==> config.mk <==
export PLATFORM = sky130hd
export DESIGN_NAME = counter8_share_ctrl
export DESIGN_NICKNAME = d
export VERILOG_FILES = /design/src/rtl/counter8_share_ctrl.sv
export SDC_FILE = /design/constraint.sdc
export NUM_CORES = 1
export LEC_CHECK = 0
export ABC_AREA = 1
export BUFFER_PORTS_ARGS = -buffer_cell sky130_fd_sc_hd__buf_4
export CORE_MARGIN = 4
export CORE_UTILIZATION = 58
export CTS_BUF_LIST = sky130_fd_sc_hd__clkbuf_8
export DETAILED_ROUTE_END_ITERATION = 6
export GPL_ROUTABILITY_DRIVEN = 1
export GPL_TIMING_DRIVEN = 0
export PLACE_DENSITY = 0.88
export SYNTH_ARGS = -nofsm -noshare
export SYNTH_HDL_FRONTEND = slang
export SYNTH_SLANG_ARGS = --single-unit
==> constraint.sdc <==
create_clock -name clk -period 3.8 [get_ports clk]
set_input_delay 0.38 -clock clk [delete_from_list [all_inputs] [get_ports clk]]
set_output_delay 0.38 -clock clk [all_outputs]
set_load 0.01 [all_outputs]
==> src/rtl/counter8_share_ctrl.sv <==
// ============================================================================
//  Module      : counter8_share_ctrl
//  Description : Round-robin controller that shares one external 8-state
//                overflow counter among NREQ requesters. It grants one
//                requester at a time, clears the counter, issues the burst of
//                count enables, and reports done/abort/overflow status.
//                Optional feature macro: OVF_STOP_EN (the first overflow seen
//                while running ends the burst early).
//  Revision    : 1.0 - initial release
// ============================================================================
`default_nettype none

module counter8_share_ctrl #(
    parameter int NREQ      = 4,
    parameter int BURST_W   = 5,
    parameter int OVF_CNT_W = 3
) (
    input  logic                    clk,
    input  logic                    reset,
    input  logic [NREQ-1:0]         req,
    input  logic [NREQ*BURST_W-1:0] burst_len,
    output logic [NREQ-1:0]         gnt,
    output logic                    cnt_clr,
    output logic                    cnt_en,
    input  logic                    cnt_ovf,
    output logic                    busy,
    output logic [NREQ-1:0]         done,
    output logic                    aborted,
    output logic                    ovf_seen,
    output logic [OVF_CNT_W-1:0]    ovf_cnt
);

    localparam int IDX_W = (NREQ > 1) ? $clog2(NREQ) : 1;

    typedef enum logic [1:0] {
        S_IDLE  = 2'd0,
        S_GRANT = 2'd1,
        S_RUN   = 2'd2,
        S_DONE  = 2'd3
    } state_t;

    state_t               r_state;
    state_t               w_state_nxt;
    logic [IDX_W-1:0]     r_last;
    logic [IDX_W-1:0]     r_winner;
    logic [BURST_W-1:0]   r_remaining;
    logic                 r_aborted;
    logic                 r_ovf_seen;
    logic [OVF_CNT_W-1:0] r_ovf_cnt;

    logic                 w_found;
    logic [IDX_W-1:0]     w_pick;
    logic [IDX_W-1:0]     w_idx;
    logic [NREQ-1:0]      w_winner_oh;
    logic                 w_stop;
    logic                 w_ovf_hit;

`ifdef OVF_STOP_EN
    assign w_stop = cnt_ovf;
`else
    assign w_stop = 1'b0;
`endif

    // Counter output lags its enable by one cycle, so DONE still collects an overflow.
    assign w_ovf_hit   = cnt_ovf && ((r_state == S_RUN) || (r_state == S_DONE));
    assign w_winner_oh = NREQ'(1) << r_winner;

    // Round-robin search starting just after the previous winner.
    always_comb begin
        w_found = 1'b0;
        w_pick  = '0;
        w_idx   = '0;
        for (int i = 1; i <= NREQ; i++) begin
            w_idx = IDX_W'((int'(r_last) + i) % NREQ);
            if (!w_found && req[w_idx]) begin
                w_found = 1'b1;
                w_pick  = w_idx;
            end
        end
    end

    always_ff @(posedge clk or negedge reset) begin
        if (!reset) begin
            r_state <= S_IDLE;
        end else begin
            r_state <= w_state_nxt;
        end
    end

    always_comb begin
        w_state_nxt = r_state;
        gnt         = '0;
        cnt_clr     = 1'b0;
        cnt_en      = 1'b0;
        busy        = 1'b1;
        done        = '0;
        case (r_state)
            S_IDLE: begin
                busy = 1'b0;
                if (w_found) begin
                    w_state_nxt = S_GRANT;
                end
            end
            S_GRANT: begin
                gnt     = w_winner_oh;
                cnt_clr = 1'b1;
                w_state_nxt = (r_remaining == '0) ? S_DONE : S_RUN;
            end
            S_RUN: begin
                gnt    = w_winner_oh;
                cnt_en = 1'b1;
                if ((r_remaining == BURST_W'(1)) || !req[r_winner] || w_stop) begin
                    w_state_nxt = S_DONE;
                end
            end
            S_DONE: begin
                done        = w_winner_oh;
                w_state_nxt = S_IDLE;
            end
            default: begin
                w_state_nxt = S_IDLE;
            end
        endcase
    end

    always_ff @(posedge clk or negedge reset) begin
        if (!reset) begin
            r_last      <= IDX_W'(NREQ - 1);
            r_winner    <= '0;
            r_remaining <= '0;
            r_aborted   <= 1'b0;
            r_ovf_seen  <= 1'b0;
            r_ovf_cnt   <= '0;
        end else begin
            case (r_state)
                S_IDLE: begin
                    if (w_found) begin
                        r_winner    <= w_pick;
                        r_remaining <= burst_len[w_pick*BURST_W +: BURST_W];
                        r_aborted   <= 1'b0;
                        r_ovf_seen  <= 1'b0;
                        r_ovf_cnt   <= '0;
                    end
                end
                S_RUN: begin
                    r_remaining <= r_remaining - 1'b1;
                    if (!req[r_winner] || w_stop) begin
                        r_aborted <= 1'b1;
                    end
                end
                S_DONE: begin
                    r_last <= r_winner;
                end
                default: begin
                end
            endcase
            if (w_ovf_hit) begin
                r_ovf_seen <= 1'b1;
                if (r_ovf_cnt != '1) begin
                    r_ovf_cnt <= r_ovf_cnt + 1'b1;
                end
            end
        end
    end

    assign aborted  = (r_state == S_DONE) && r_aborted;
    assign ovf_seen = r_ovf_seen;
    assign ovf_cnt  = r_ovf_cnt;

endmodule

`default_nettype wire

### Yosys cells after proc, flatten, opt, wreduce, memory -nomap -nowiden

Cells that the tools add are included.

| storage, ports and cells | value |
|---|---|
| flip-flop bits (word level) | 16 |
| bits of input ports | 27 |
| word-level logic and storage cells | 89 |

| cells by class | value |
|---|---|
| add/sub/neg operators | 6 |
| $mul | 1 |
| $lt $le $gt $ge | 5 |
| eq/ne operators | 8 |
| shifts and indexed selects | 2 |
| multiplexer cells | 38 |
| reductions and logical operators | 22 |

Operators with widths:

| cell | number |
|---|---|
| 20-bit by 6-bit indexed part select with 5-bit output | 1 |
| 1-bit 2-to-1 mux | 17 |
| 2-bit by 3-bit < comparator with 1-bit output, second input constant | 5 |
| 2-bit 2-to-1 mux | 6 |
| 3-bit 2-to-1 mux | 4 |
| 1-bit binary-select mux with 2-bit select | 5 |
| 5-bit one-hot mux with 2 select lines | 1 |
| 4-bit 2-to-1 mux | 2 |
| 2-bit one-hot mux with 4 select lines | 1 |
| 2-bit AND reduction | 4 |
| 2-bit nonzero test | 3 |
| 5-bit by 1-bit equality test with 1-bit output, second input constant | 1 |
| 1-bit logical AND | 5 |
| 5-bit logical NOT | 1 |
| 2-bit by 3-bit multiplier with 5-bit output, second input constant | 1 |
| 5-bit 2-to-1 mux | 1 |
| 5-bit by 1-bit subtractor with 5-bit output, second input constant | 1 |
| 2-bit by 1-bit adder with 2-bit output, second input constant | 2 |
| 2-bit adder, second input constant | 2 |
| 2-bit equality test, second input constant | 2 |
| 1-bit logical NOT | 4 |
| 2-bit != test, second input constant | 2 |
| 1-bit by 2-bit << shifter with 4-bit output, first input constant | 1 |
| 3-bit by 1-bit adder with 3-bit output, second input constant | 1 |
| 8 further kinds | 9 |

### Longest topological paths before layout

| depth | value |
|---|---|
| word-level depth | 17 |
| gate-level depth with buffers | 17 |
| depth with buffers taken out | 16 |

### Least setup slack after synthesis

OpenSTA, ideal clock, no wires.

| timing path | value |
|---|---|
| path type | flip-flop to flip-flop |
| start | reg r_last[0] |
| end | reg r_remaining[1] |
| arrival time | 1673 ps |
| required time | 3683 ps |
| slack | 2011 ps |
| stages on the path, launching flop included | 16 |
| cells stage by stage | dfstp_2 -> buf_6 -> inv_6 -> nand2_4 -> nand2_2 -> nand2_1 -> nand2_1 -> nor2_4 -> nand3_4 -> nand3_2 -> buf_6 -> nand2_1 -> nand3_1 -> nand3_1 -> nand2_1 -> nand2_1 |

| on the way | value |
|---|---|
| word-level cells in the longest chain between the ends | 17 |

RTL lines:

| element | RTL line | text |
|---|---|---|
| start, declared | 44 | `logic [IDX_W-1:0] r_last;` |
| start signal, assigned | 128 | `r_last <= IDX_W'(NREQ - 1);` |
| start signal, assigned | 152 | `r_last <= r_winner;` |
| 2-bit by 1-bit adder with 2-bit output | 74 | `w_idx = IDX_W'((int'(r_last) + i) % NREQ);` |
| 1-bit binary-select mux with 2-bit select | 75 | `if (!w_found && req[w_idx]) begin` |
| 1-bit 2-to-1 mux (implied by the code) | 75 |  |
| 1-bit 2-to-1 mux | 75 |  |
| 1-bit logical NOT | 75 |  |
| 1-bit logical AND | 75 |  |
| 1-bit 2-to-1 mux | 75 |  |
| 1-bit logical NOT | 75 |  |
| 1-bit logical AND | 75 |  |
| 1-bit 2-to-1 mux | 75 |  |
| 1-bit logical NOT | 75 |  |
| 1-bit logical AND | 75 |  |
| 2-bit 2-to-1 mux | 75 |  |
| 2-bit by 3-bit multiplier with 5-bit output | 139 | `r_remaining <= burst_len[w_pick*BURST_W +: BURST_W];` |
| 20-bit by 6-bit indexed part select with 5-bit output | 139 |  |
| 5-bit 2-to-1 mux | 137 | `if (w_found) begin` |
| 5-bit one-hot mux with 2 select lines | 135 | `case (r_state)` |
| end signal, assigned | 139 |  |
| end signal, assigned | 146 | `r_remaining <= r_remaining - 1'b1;` |
| end, declared | 46 | `logic [BURST_W-1:0] r_remaining;` |

Parallel ways exist; a longest one is shown, timed or not. The select of a mux whose other input is x is not followed.
A chain may end at the register's enable or synchronous reset.

### Worst setup path in the final report

Ends and elaborated chain as after synthesis.

==> reports/qor.yml <==
logic_synthesis:
  yosys_warnings: 0
  ys_ff_latch: 16
  synth_commonest_cells: "88 x nand2_1, 31 x inv_1, 26 x nand3_1"
  yosys.cell_count.top_type: "nand2_1"
  avgSynthCellArea_um2: 6.22
  yosys.area.top_type_share_pct: 23.6
  async_flop_share_pct: 100
  yosys.area.top_type: "dfrtp_1"
  synth_ff_type: "dfrtp_1"
  ys_seq_area_share_pct: 27.2
  syn_area_mm2: 0.00148
  syn_inst: 238
  synthTopCellsByArea: "dfrtp_1 24%, nand2_1 22%, nand3_1 8.8%, inv_1 7.9%, ha_1 7.6%"
  synth_fp_nets: 274
  synthDistinctLibCells: 29
  synth_edf_count: 0
setup_path:
  critical_path_arrival_ns: 2.24
  r2r-end: "r_remaining[1]"
  startpoint_type: "register"
  crit_required_ns: 3.94
  crit_path_end: "r_remaining[1]"
  worstPathMaxFanout: 10
  worstReg2RegStart: "r_last[0]"
  crit_start: "r_last[0]"
  end_kind: "register"
  reg2regPathDepth: 14
  crit_type: "register to register"
  rrSetupSlack_ns: 1.70
routing:
  drt-pass1-iter-count: 6
  wl_mm: 3.68
  vias: 1580
  routed_via_density: 5.02
  drt_iter0_markers: 106
  drc: 0
  wire_per_inst_um: 11.7
  drt.antenna.violating_nets: 0
cts:
  clk_pin_slew_ns: 0.06
  cts_root_buf: "clkbuf_8"
  cts.sinks: 16
  cts_buffers: 3
  clk_path_buf_depth: 2
  cts-htree-levels: 1
  clock_latency_ns: 0.25
  ctsResizeCount: 0
  cts_tree: "built"
final_layout:
  register_area_um2: 403
  multi_input_area_um2: 908
  area_growth_pct: 28.2
  drive_gt1_share_pct: 24.6
  num-nets-final: 322
  utilization_pct: 77.4
  nFillCells: 188
  antennaDiodeCount: 0
  instances_no_fill: 315
floorplan:
  core_area_mm2: 0.00245
  die-area_mm2: 0.00343
  die_w_um: 58.5
  io_pins: 43
  rows: 18
  dieHeight_um: 58.5
  initial_core_util_pct: 60.3
sta:
  hold_viol_final: 0
  drv_slew: 0
  final-setup-viol-count: 0
  fin_skew_ns: 0.00271
  timing.final.crit_share_pct: 55.2
  slew-limit-headroom_pct: 79.1
  fmax_mhz: 476
  worst_pin_slew_ns: 0.313
  setup_tns_ns: 0
  period_minus_slack_ns: 2.10
  rsz0062_at_grt: "false"
  whs_ns: 0.511
power_and_ir_drop:
  power_frac_comb_pct: 73.4
  power_density_mw_per_mm2: 966
  clock_power_share_pct: 8.2
  swShare_pct: 53.4
  ir_drop_uv: 656
  p_leak_uw: 0.00111
  power_frac_seq_pct: 18.3
  intPower_uw: 855
  switchingPower_uw: 980
grt:
  grt_overflow: 0
  grt.total_usage_pct: 22.0
  antenna_found_initial: 0
  grt_max_degree: 17
  grt_pass1_vias: 1395
  grt_pass1_wl_mm: 5.90
placement:
  dpl.hpwl_mm: 2.74
  numPortBuffers: 42
  gp_congestion: 0.836
  numPlacedInstances: 310
min_path:
  hold_class: "register to register"
job:
  maxCapViolations: 0
run_status:
  status: "finished, final reports clean"
-- per-layer routing --
metal,global-route usage [%],vias to the layer above,share of wire (%)
li1,-,843,-
met1,28.4,689,45
met2,38.8,40,50
met3,1.32,8,4.2
met4,7.62,0,1.4
met5,0,-,0
-- cells in the final DEF, fill, tap and decap left out, types with 2 or more instances in the layout --
master | Yosys | routed
a21oi_1 | 8 | 8
buf_4 | 0 | 42
buf_6 | 2 | 2
clkbuf_8 | 0 | 4
dfrtp_1 | 14 | 14
dfstp_2 | 2 | 2
ha_1 | 9 | 9
inv_1 | 31 | 31
inv_2 | 4 | 4
nand2_1 | 88 | 88
nand2_2 | 8 | 8
nand3_1 | 26 | 26
nand4_1 | 2 | 2
nor2_1 | 17 | 17
o21ai_0 | 10 | 10
o21ai_1 | 2 | 2
-- flip-flops by register name, indices dropped and copies added, names as in the netlist --
name / flops
ovf_cnt: 3
r_remaining: 5
r_winner: 2
ovf_seen: 1
r_aborted: 1
r_state: 2
r_last: 2
-- cell type report --
type | instances | area share [%]
Tap cell | 30 | 1.98
Timing Repair Buffer | 43 | 17.1
Inverter | 37 | 7.58
Sequential cell | 16 | 21.2
Buffer | 3 | 1.38
Multi-Input combinational cell | 182 | 47.8
Clock buffer | 4 | 2.90
-- critical path: stages (launching register included) --
cell	delay, ns
dfstp_2	0.53
buf_6	0.14
inv_6	0.06
nand2_4	0.06
nand2_2	0.06
nand2_1	0.08
nand2_1	0.09
nor2_4	0.15
nand4_1	0.09
nand2_1	0.24
inv_1	0.15
nand2_1	0.11
nand3_1	0.08
nand2_1	0.09
nand2_1	0.06
-- what timing repair did --
item / 4_1_cts / 5_1_grt
setup buffers: 0 / 0
endpoints found under the hold margin: 14 / 0
hold buffers: 1 / 0
-- power by group through the flow --
stage | registers (uW) | logic (uW) | clock network [uW]
after floorplan | 329 | 989 | 0
after global placement | 332 | 1300 | 0
after detailed placement | 334 | 1330 | 0
after CTS | 334 | 1350 | 151
after global routing | 348 | 1530 | 160
final | 336 | 1350 | 151
-- how the worst min path moves through the flow --
stage                endpoint  slack [ns]  cells past startpoint      startpoint
6_report       r_remaining[1]        0.51                      2  r_remaining[1]
5_1_grt              ovf_seen        0.54                      1        ovf_seen
4_1_cts        r_remaining[1]        0.52                      2  r_remaining[1]
3_5_place_dp   r_remaining[0]        0.25                      1           reset
3_3_place_gp   r_remaining[0]        0.25                      1           reset
2_1_floorplan      ovf_cnt[0]        0.08                      0           reset
-- cell families after synthesis --
logic type | synth area share, %
AOI/OAI and AO/OA | 9.38
xor gates and xnor gates | 0.591
adders and majority gates | 7.60
buffers and inverters | 11.5
DFF | 27.2
and+or+nand+nor | 43.7
-- stage by stage --
stage / setup slack [ns] / power, uW / cell area (um2)
4_1_cts: 1.72 / 1830 / 1900
3_5_place_dp: 1.73 / 1660 / 1830
5_1_grt: 1.53 / 2040 / 1900
2_1_floorplan: 2.01 / 1320 / 1480
6_report: 1.70 / 1830 / 1900
3_3_place_gp: 1.78 / 1630 / 1830
No activity file was read; power rests on OpenSTA's default activity.
